## src/rtl/edit_if.sv

```systemverilog
// Handshake bundle between the mode FSM and the edit controller:
// the mode FSM state and raw button in, decoded edit target, field and strobes out.
interface edit_if;
  logic [3:0] state;
  logic       inc_btn;
  logic [1:0] target;
  logic [2:0] field_sel;
  logic       inc_pulse;
  logic       blink_on;

  modport master (output state, inc_btn,
                  input  target, field_sel, inc_pulse, blink_on);
  modport slave  (input  state, inc_btn,
                  output target, field_sel, inc_pulse, blink_on);
endinterface

```

## src/rtl/edit_controller.sv

```systemverilog
// Edit-mode sequencer: decodes the mode state into counter/field selects, turns the
// increment button into debounced auto-repeat pulses and blinks the field being edited.
module edit_controller #(
  parameter int DEBOUNCE_CYC   = 2_000_000,
  parameter int HOLD_CYC       = 50_000_000,
  parameter int REPEAT_CYC     = 10_000_000,
  parameter int BLINK_HALF_CYC = 25_000_000
) (
  input  logic  clk,
  input  logic  rst_n,
  edit_if.slave eif
);

  typedef enum logic [2:0] {IDLE, DEBOUNCE, HOLD, REPEAT, LOCKOUT} btn_st_e;

  localparam logic [25:0] DEB_LAST = 26'(DEBOUNCE_CYC - 1);
  localparam logic [25:0] HLD_LAST = 26'(HOLD_CYC - 1);
  localparam logic [25:0] REP_LAST = 26'(REPEAT_CYC - 1);
  localparam logic [25:0] BLK_LAST = 26'(BLINK_HALF_CYC - 1);

  logic [3:0]  state_q;
  logic [1:0]  tgt_d;
  logic [2:0]  fld_d;
  logic        edit_d, chg, busy;
  logic [1:0]  sync_q;
  logic        btn_s;
  btn_st_e     fsm_q, fsm_d;
  logic [25:0] cnt_q, cnt_d;
  logic        pulse_d;
  logic [25:0] bcnt_q;

  assign btn_s  = sync_q[1];
  assign edit_d = (tgt_d != 2'd0);
  assign chg    = (eif.state != state_q);
  assign busy   = (fsm_q == DEBOUNCE) || (fsm_q == HOLD) || (fsm_q == REPEAT);

  always_comb begin
    tgt_d = 2'd0;
    fld_d = 3'd0;
    case (eif.state)
      4'd2, 4'd3, 4'd4, 4'd5, 4'd6, 4'd7: begin
        tgt_d = 2'd1;
        fld_d = 3'(eif.state - 4'd1);
      end
      4'd9, 4'd10, 4'd11: begin
        tgt_d = 2'd2;
        fld_d = 3'(eif.state - 4'd8);
      end
      4'd13, 4'd14, 4'd15: begin
        tgt_d = 2'd3;
        fld_d = 3'(eif.state - 4'd12);
      end
      default: ;
    endcase
  end

  // Decisions use the live state so the registered pulse lines up with the registered target.
  always_comb begin
    fsm_d   = fsm_q;
    cnt_d   = cnt_q;
    pulse_d = 1'b0;
    if (!edit_d) begin
      fsm_d = btn_s ? LOCKOUT : IDLE;
      cnt_d = '0;
    end else if (chg && (busy || btn_s)) begin
      fsm_d = LOCKOUT;
      cnt_d = '0;
    end else begin
      case (fsm_q)
        IDLE: if (btn_s) begin
          fsm_d = DEBOUNCE;
          cnt_d = '0;
        end
        DEBOUNCE: begin
          if (!btn_s) fsm_d = IDLE;
          else if (cnt_q == DEB_LAST) begin
            pulse_d = 1'b1;
            fsm_d   = HOLD;
            cnt_d   = '0;
          end else cnt_d = cnt_q + 26'd1;
        end
        HOLD: begin
          if (!btn_s) fsm_d = IDLE;
          else if (cnt_q == HLD_LAST) begin
            pulse_d = 1'b1;
            fsm_d   = REPEAT;
            cnt_d   = '0;
          end else cnt_d = cnt_q + 26'd1;
        end
        REPEAT: begin
          if (!btn_s) fsm_d = IDLE;
          else if (cnt_q == REP_LAST) begin
            pulse_d = 1'b1;
            cnt_d   = '0;
          end else cnt_d = cnt_q + 26'd1;
        end
        LOCKOUT: if (!btn_s) fsm_d = IDLE;
        default: fsm_d = IDLE;
      endcase
    end
  end

  always_ff @(posedge clk or negedge rst_n) begin
    if (!rst_n) begin
      state_q       <= '0;
      eif.target    <= '0;
      eif.field_sel <= '0;
      sync_q        <= '0;
      fsm_q         <= IDLE;
      cnt_q         <= '0;
      eif.inc_pulse <= 1'b0;
    end else begin
      state_q       <= eif.state;
      eif.target    <= tgt_d;
      eif.field_sel <= fld_d;
      sync_q        <= {sync_q[0], eif.inc_btn};
      fsm_q         <= fsm_d;
      cnt_q         <= cnt_d;
      eif.inc_pulse <= pulse_d;
    end
  end

  // Keep the digits solid while the user is holding the button to scroll values.
  always_ff @(posedge clk or negedge rst_n) begin
    if (!rst_n) begin
      bcnt_q       <= '0;
      eif.blink_on <= 1'b1;
    end else if (!edit_d || chg || fsm_d == HOLD || fsm_d == REPEAT) begin
      bcnt_q       <= '0;
      eif.blink_on <= 1'b1;
    end else if (bcnt_q == BLK_LAST) begin
      bcnt_q       <= '0;
      eif.blink_on <= ~eif.blink_on;
    end else begin
      bcnt_q <= bcnt_q + 26'd1;
    end
  end

endmodule

```

## src/flat_wrapper.sv

```systemverilog
// flat-port wrapper written by rule: the top's interface ports become plain ports
module edit_controller_flat 
#(
  parameter int DEBOUNCE_CYC   = 2_000_000,
  parameter int HOLD_CYC       = 50_000_000,
  parameter int REPEAT_CYC     = 10_000_000,
  parameter int BLINK_HALF_CYC = 25_000_000
)
  (clk, rst_n, eif_state, eif_inc_btn, eif_target, eif_field_sel, eif_inc_pulse, eif_blink_on);
  edit_if eif_i ();
  input  logic clk;
  input  logic rst_n;
  input wire logic [$bits(eif_i.state)-1:0] eif_state;
  input wire logic [$bits(eif_i.inc_btn)-1:0] eif_inc_btn;
  output wire logic [$bits(eif_i.target)-1:0] eif_target;
  output wire logic [$bits(eif_i.field_sel)-1:0] eif_field_sel;
  output wire logic [$bits(eif_i.inc_pulse)-1:0] eif_inc_pulse;
  output wire logic [$bits(eif_i.blink_on)-1:0] eif_blink_on;
  assign eif_i.state = eif_state;
  assign eif_i.inc_btn = eif_inc_btn;
  assign eif_target = eif_i.target;
  assign eif_field_sel = eif_i.field_sel;
  assign eif_inc_pulse = eif_i.inc_pulse;
  assign eif_blink_on = eif_i.blink_on;
  edit_controller #(.DEBOUNCE_CYC(DEBOUNCE_CYC), .HOLD_CYC(HOLD_CYC), .REPEAT_CYC(REPEAT_CYC), .BLINK_HALF_CYC(BLINK_HALF_CYC)) u_core (.clk(clk), .rst_n(rst_n), .eif(eif_i));
endmodule
```

## config.mk

```make
export PLATFORM = sky130hd
export DESIGN_NAME = edit_controller_flat
export DESIGN_NICKNAME = d
export VERILOG_FILES = /design/src/rtl/edit_if.sv /design/src/rtl/edit_controller.sv /design/src/flat_wrapper.sv
export SDC_FILE = /design/constraint.sdc
export NUM_CORES = 1
export LEC_CHECK = 0
export CAP_MARGIN = 20
export CORE_ASPECT_RATIO = 0.75
export CORE_UTILIZATION = 63
export CTS_BUF_LIST = sky130_fd_sc_hd__clkbuf_16
export DETAILED_ROUTE_END_ITERATION = 6
export DONT_BUFFER_PORTS = 1
export PLACE_DENSITY = 0.79
export RECOVER_POWER = 25
export SYNTH_ARGS = -nofsm -noshare
export SYNTH_HDL_FRONTEND = slang
export SYNTH_SLANG_ARGS = --single-unit
```

## constraint.sdc

```tcl
create_clock -name clk -period 2.8 [get_ports clk]
set_input_delay 0.42 -clock clk [delete_from_list [all_inputs] [get_ports clk]]
set_output_delay 0.42 -clock clk [all_outputs]
set_load 0.03 [all_outputs]
```

# After elaboration in Yosys (flattened, before gate mapping)
# Index checks and enable logic that the tools add are counted.
# totals
word_cells	94
mem_count	0
latch_bits	0
ramBits	0
register_bits	68
rom_bits	0
# op_classes
n_eq_ne	28
n_addsub	5
multipliers	0
n_shift	0
bitwise	1
n_reduce_logical	16
div_mod_pow	0
mux	35
magnitude_cmp	0
# op_table
operator	count
26-bit 2-to-1 mux	11
26-bit one-hot mux with 4 select lines	1
26-bit by 1-bit adder with 26-bit output (second input constant)	2
3-bit 2-to-1 mux	9
26-bit by 21-bit equality test with 1-bit output (second input constant)	1
26-bit by 24-bit equality test with 1-bit output (second input constant)	1
26-bit by 25-bit equality test with 1-bit output (second input constant)	1
26-bit equality test (second input constant)	1
4-bit equality test (second input constant)	6
4-bit by 3-bit equality test with 1-bit output (second input constant)	4
4-bit inequality test (second input constant)	4
3-bit by 2-bit equality test with 1-bit output (second input constant)	4
3-bit one-hot mux with 4 select lines	1
1-bit 2-to-1 mux	10
3-bit one-hot mux with 3 select lines	1
4-bit by 2-bit equality test with 1-bit output (second input constant)	2
1-bit logical OR	6
6-bit inequality test (second input constant)	1
2-bit one-hot mux with 3 select lines	1
3-bit OR reduction	2
6-bit OR reduction	1
3-bit by 1-bit subtractor with 3-bit output (second input constant)	2
5-bit AND reduction	1
4-bit inequality test	1
other kinds (10)	11

# Logic depth before layout (Yosys ltp)
# depth
depth_word	11
mapped_depth	10
depth_no_buf	8

# Worst setup path after synthesis
# Ideal clock, no wire load.
# synth_path
kind	reg-to-reg
start	register u_core.cnt_q[7]
end	register u_core.cnt_q[10]
setup_slack_ns	0.434
stages_incl_launch_ff	9
arrival_time_ns	2.240
n_path_buf	2
t_required_ns	2.674
synth_period_minus_slack_ns	2.366
path_cell_list	dfrtp_1 -> buf_6 -> or4b_4 -> or4_4 -> a21oi_4 -> o22a_2 -> nor2_2 -> buf_4 -> a221o_1
# synth_between
elab_chain_cells	6
elab_cells_between_ends	13
# synth_lines
element	line	text
start: declaration	edit_controller.sv:28	logic [25:0] cnt_q, cnt_d;
start signal: assignment	edit_controller.sv:118	cnt_q <= cnt_d;
26-bit by 1-bit adder with 26-bit output, or another cell as far along	edit_controller.sv:80, edit_controller.sv:88, edit_controller.sv:95	
26-bit 2-to-1 mux, on equally long branches	edit_controller.sv:92, edit_controller.sv:84, edit_controller.sv:76	
26-bit 2-to-1 mux, on equally long branches	edit_controller.sv:91, edit_controller.sv:75, edit_controller.sv:83	
26-bit one-hot mux with 4 select lines (*)	edit_controller.sv:69	case (fsm_q)
26-bit 2-to-1 mux (*)	edit_controller.sv:65	end else if (chg && (busy || btn_s)) begin
26-bit 2-to-1 mux (*)	edit_controller.sv:62	if (!edit_d) begin
# Mark *: on every way between the ends. The rest lies on a longest branch, timed or not. The select of a mux whose other input is x is not followed.
# A chain may end at the register's enable or synchronous reset.

# Worst setup path after layout
# layout_path
start	register u_core.cnt_q[7]
end	register u_core.cnt_q[5]
# layout_between
elab_chain_cells	6
elab_cells_between_ends	12
# layout_lines
element	line	text
26-bit by 24-bit equality test with 1-bit output, or another cell as far along	edit_controller.sv:92	else if (cnt_q == REP_LAST) begin
26-bit 2-to-1 mux, on equally long branches	edit_controller.sv:92, edit_controller.sv:84, edit_controller.sv:76	
26-bit 2-to-1 mux, on equally long branches	edit_controller.sv:91, edit_controller.sv:75, edit_controller.sv:83	
26-bit one-hot mux with 4 select lines (*)	edit_controller.sv:69	
26-bit 2-to-1 mux (*)	edit_controller.sv:65	
26-bit 2-to-1 mux (*)	edit_controller.sv:62	
# Marks and branches as above.

==> metrics.txt <==
row count 23; failing checks max-capacitance violations, max-slew violations; DPL Wire Length between 5000 and 6000 um; ant diodes 0; RePlAce Congestion between 0.8 and 0.9; synthesized cell area 3610 sq um; H-tree depth 3; total grt overflow 0; Syn Area/Cell roughly 9.5 sq um; Synth async-reset ratio between 90% and 100%; area share of the largest cell type after synthesis between 40% and 50%; slowest stage cell, crit path or4b_4; initial core utilization about two thirds; Clk Tree Root Cell clkbuf_16; prevailing post-synth register cell dfrtp_1; CORE AREA 5440 sq um; worst setup margin between 0.2 and 0.25 ns; post-synth cell types 55; Post-synth EDFFs 0; Num CTS Buffers 9; most common cell in the netlist dfrtp_1; fmax 389 MHz; Power Density roughly 530 nW/um^2; Setup TNS 0 ns; largest net degree at the start of global routing 69; Post CTS Setup Buffer Count 0; GRT Util Overall a little under a third; critical path's largest stage delay around 0.56 ns; number of instances in the placed design about 450; crit path max fanout 12; critical path class flip-flop to flip-flop; critical path, cell by cell or4b_4 > or4_4 > a21oi_4 > o22a_2 > nor2_2 > a221o_1; initial antenna violation count 0; worst setup path startpoint u_core.cnt_q[7]; synth warn 0; Final Hold Viols 0; skew final between 0.006 and 0.007 ns; GR Util met3 under 10%; pre-CTS WS about 0.16 ns; startpoint types flip-flop; die width around 89 um; Tot Pwr around 2.1 mW; gr busiest metal met2; drt pass-1 iters 5; area leader, netlist dfrtp_1; Ports 14; RR Startpoint u_core.cnt_q[7]; status finished with violations; final non-filler cell total 470; Critical Path End Type flip-flop; cell depth of the worst setup path 6; Worst Path Arrival ~2.8 ns; routing usage on met1 around 40%; nets roughly 400; Worst R2R Setup Slack between 0.2 and 0.25 ns; Critical Path End u_core.cnt_q[5]; Max VDD drop ~0.00036 V; Fin Hold WS between 0.1 and 0.15 ns; Yosys reg bits 68; sequential area share after synthesis a little under half; fillers roughly 380; first-pass GRT wire length 13500 um; count of final setup violators 0; vias in the first global route roughly 2.8k; Final ANT Viol Nets 0; routed wire length 8120 um; Final period util between 90% and 100%; top post-synthesis cells by area dfrtp_1 46%, nor2_1 5.6%, xor2_1 5.1%; Top delay family on crit path simple AND/OR/NAND/NOR gates; drc violations 0; via count a little under 3k; CTS Buffer Depth 2; Routed wire per std cell approximately 17 um; LEAKAGE between 1.5 and 2 nW; Mapped Cells 380; Sink Count approximately 70; Iter 0 DRT Violations about 230; Reg clk slew, reported paths ~0.05 ns; Max Slew Vio Count 69; share of layout cells above drive strength 1 just under 9%; buffers and inverters on the worst path 0; max cap viols 1; HP Class primary input to flip-flop; Post-synth top cells 67 x dfrtp_1, 54 x nor2_1, 31 x nand2_1, 28 x nand3_1, 21 x xor2_1; Die Y-Extent roughly 68 um; worst slew pin tran 1.63 ns; CP required 3.01 ns; CTS tree built; Worst R2R End u_core.cnt_q[5]; post-synthesis net count ~390; met2 usage 48.9%; P&R area growth vs syn 10.1%; Vias/cell 6.21; RSZ-0062 raised after global routing no; # port buffers 0; die footprint 6050 sq um; min Tclk post-route about 2.6 ns; worst reg2reg path depth 6; Slew Limit Headroom -8.60%; worst skew pair latency 0.33 ns
-- layer usage --
metal | vias to the layer above | share of wire (%)
met4 | 0 | 1.7
met3 | 17 | 6.5
met5 | - | 0
met1 | 1406 | 47
met2 | 119 | 45
li1 | 1376 | -
-- area by class of cell --
class                      instances  area, sq um  share of cell area [%]
multi-input combinational        285         1780                    44.8
clock buffer                       9          225                    5.66
sequential                        68         1700                    42.8
inverter                          15         56.3                    1.41
timing repair buffer              11         82.6                    2.07
tap                               75         93.8                    2.36
clock inverter                     7         37.5                   0.943
-- flip-flops by register name, summed over array words and instances (netlist names) --
register,flops
u_core.bcnt_q,26
u_core.cnt_q,26
u_core.state_q,4
u_core.eif.field_sel,3
u_core.fsm_q,3
u_core.eif.target,2
u_core.sync_q,2
u_core.eif.blink_on,1
u_core.eif.inc_pulse,1
-- stage by stage --
step / utilization (%) / area, sq um
floorplan: - / 3610
global placement: 68.1 / 3700
finish: 73.2 / 3980
global route: 73.2 / 3980
detailed placement: 68.1 / 3700
CTS: 73.6 / 4000
-- cells in the final DEF (no fill, tap or decap), drive strengths merged, types with 5 or more instances in the layout --
master   instances
dfrtp           67
o2bb2ai          5
ha               6
nand4           13
nor2            55
nor4             7
nand2           31
nand3           28
and3            15
inv             18
nor3             7
xnor2           12
a22o             7
a21oi            6
o21ai           16
clkbuf          10
buf              9
xor2            21
-- where the power goes --
group	switching [mW]	internal [mW]
logic	0.0680	0.0300
registers	0.0199	0.996
clock network	0.400	0.586
total	0.487	1.61
-- worst min path at each step --
stage / start / endpoint / slack (ns) / cells past startpoint
after global routing: eif_state[0] / u_core.state_q[0] / 0.11 / 0
final: eif_state[1] / u_core.state_q[1] / 0.11 / 0
after global placement: rst_n / u_core.state_q[0] / 0.13 / 0
after floorplan: rst_n / u_core.bcnt_q[0] / 0.12 / 0
after CTS: eif_state[1] / u_core.state_q[1] / 0.11 / 0
after detailed placement: rst_n / u_core.eif.target[1] / 0.13 / 0
-- cell families after synthesis --
group / synth area share, %
flops: 47.1
buf+inv: 3.56
simple gates: 26.3
xor+xnor: 8.00
fa+ha+maj: 2.08
compound gates: 12.9
-- repair_timing --
item | in CTS | in global routing
hold endpoints to repair | 68 | 0
hold buffers | 2 | 0
resized for setup | 0 | 0
Power figures use the tool's default switching activity.
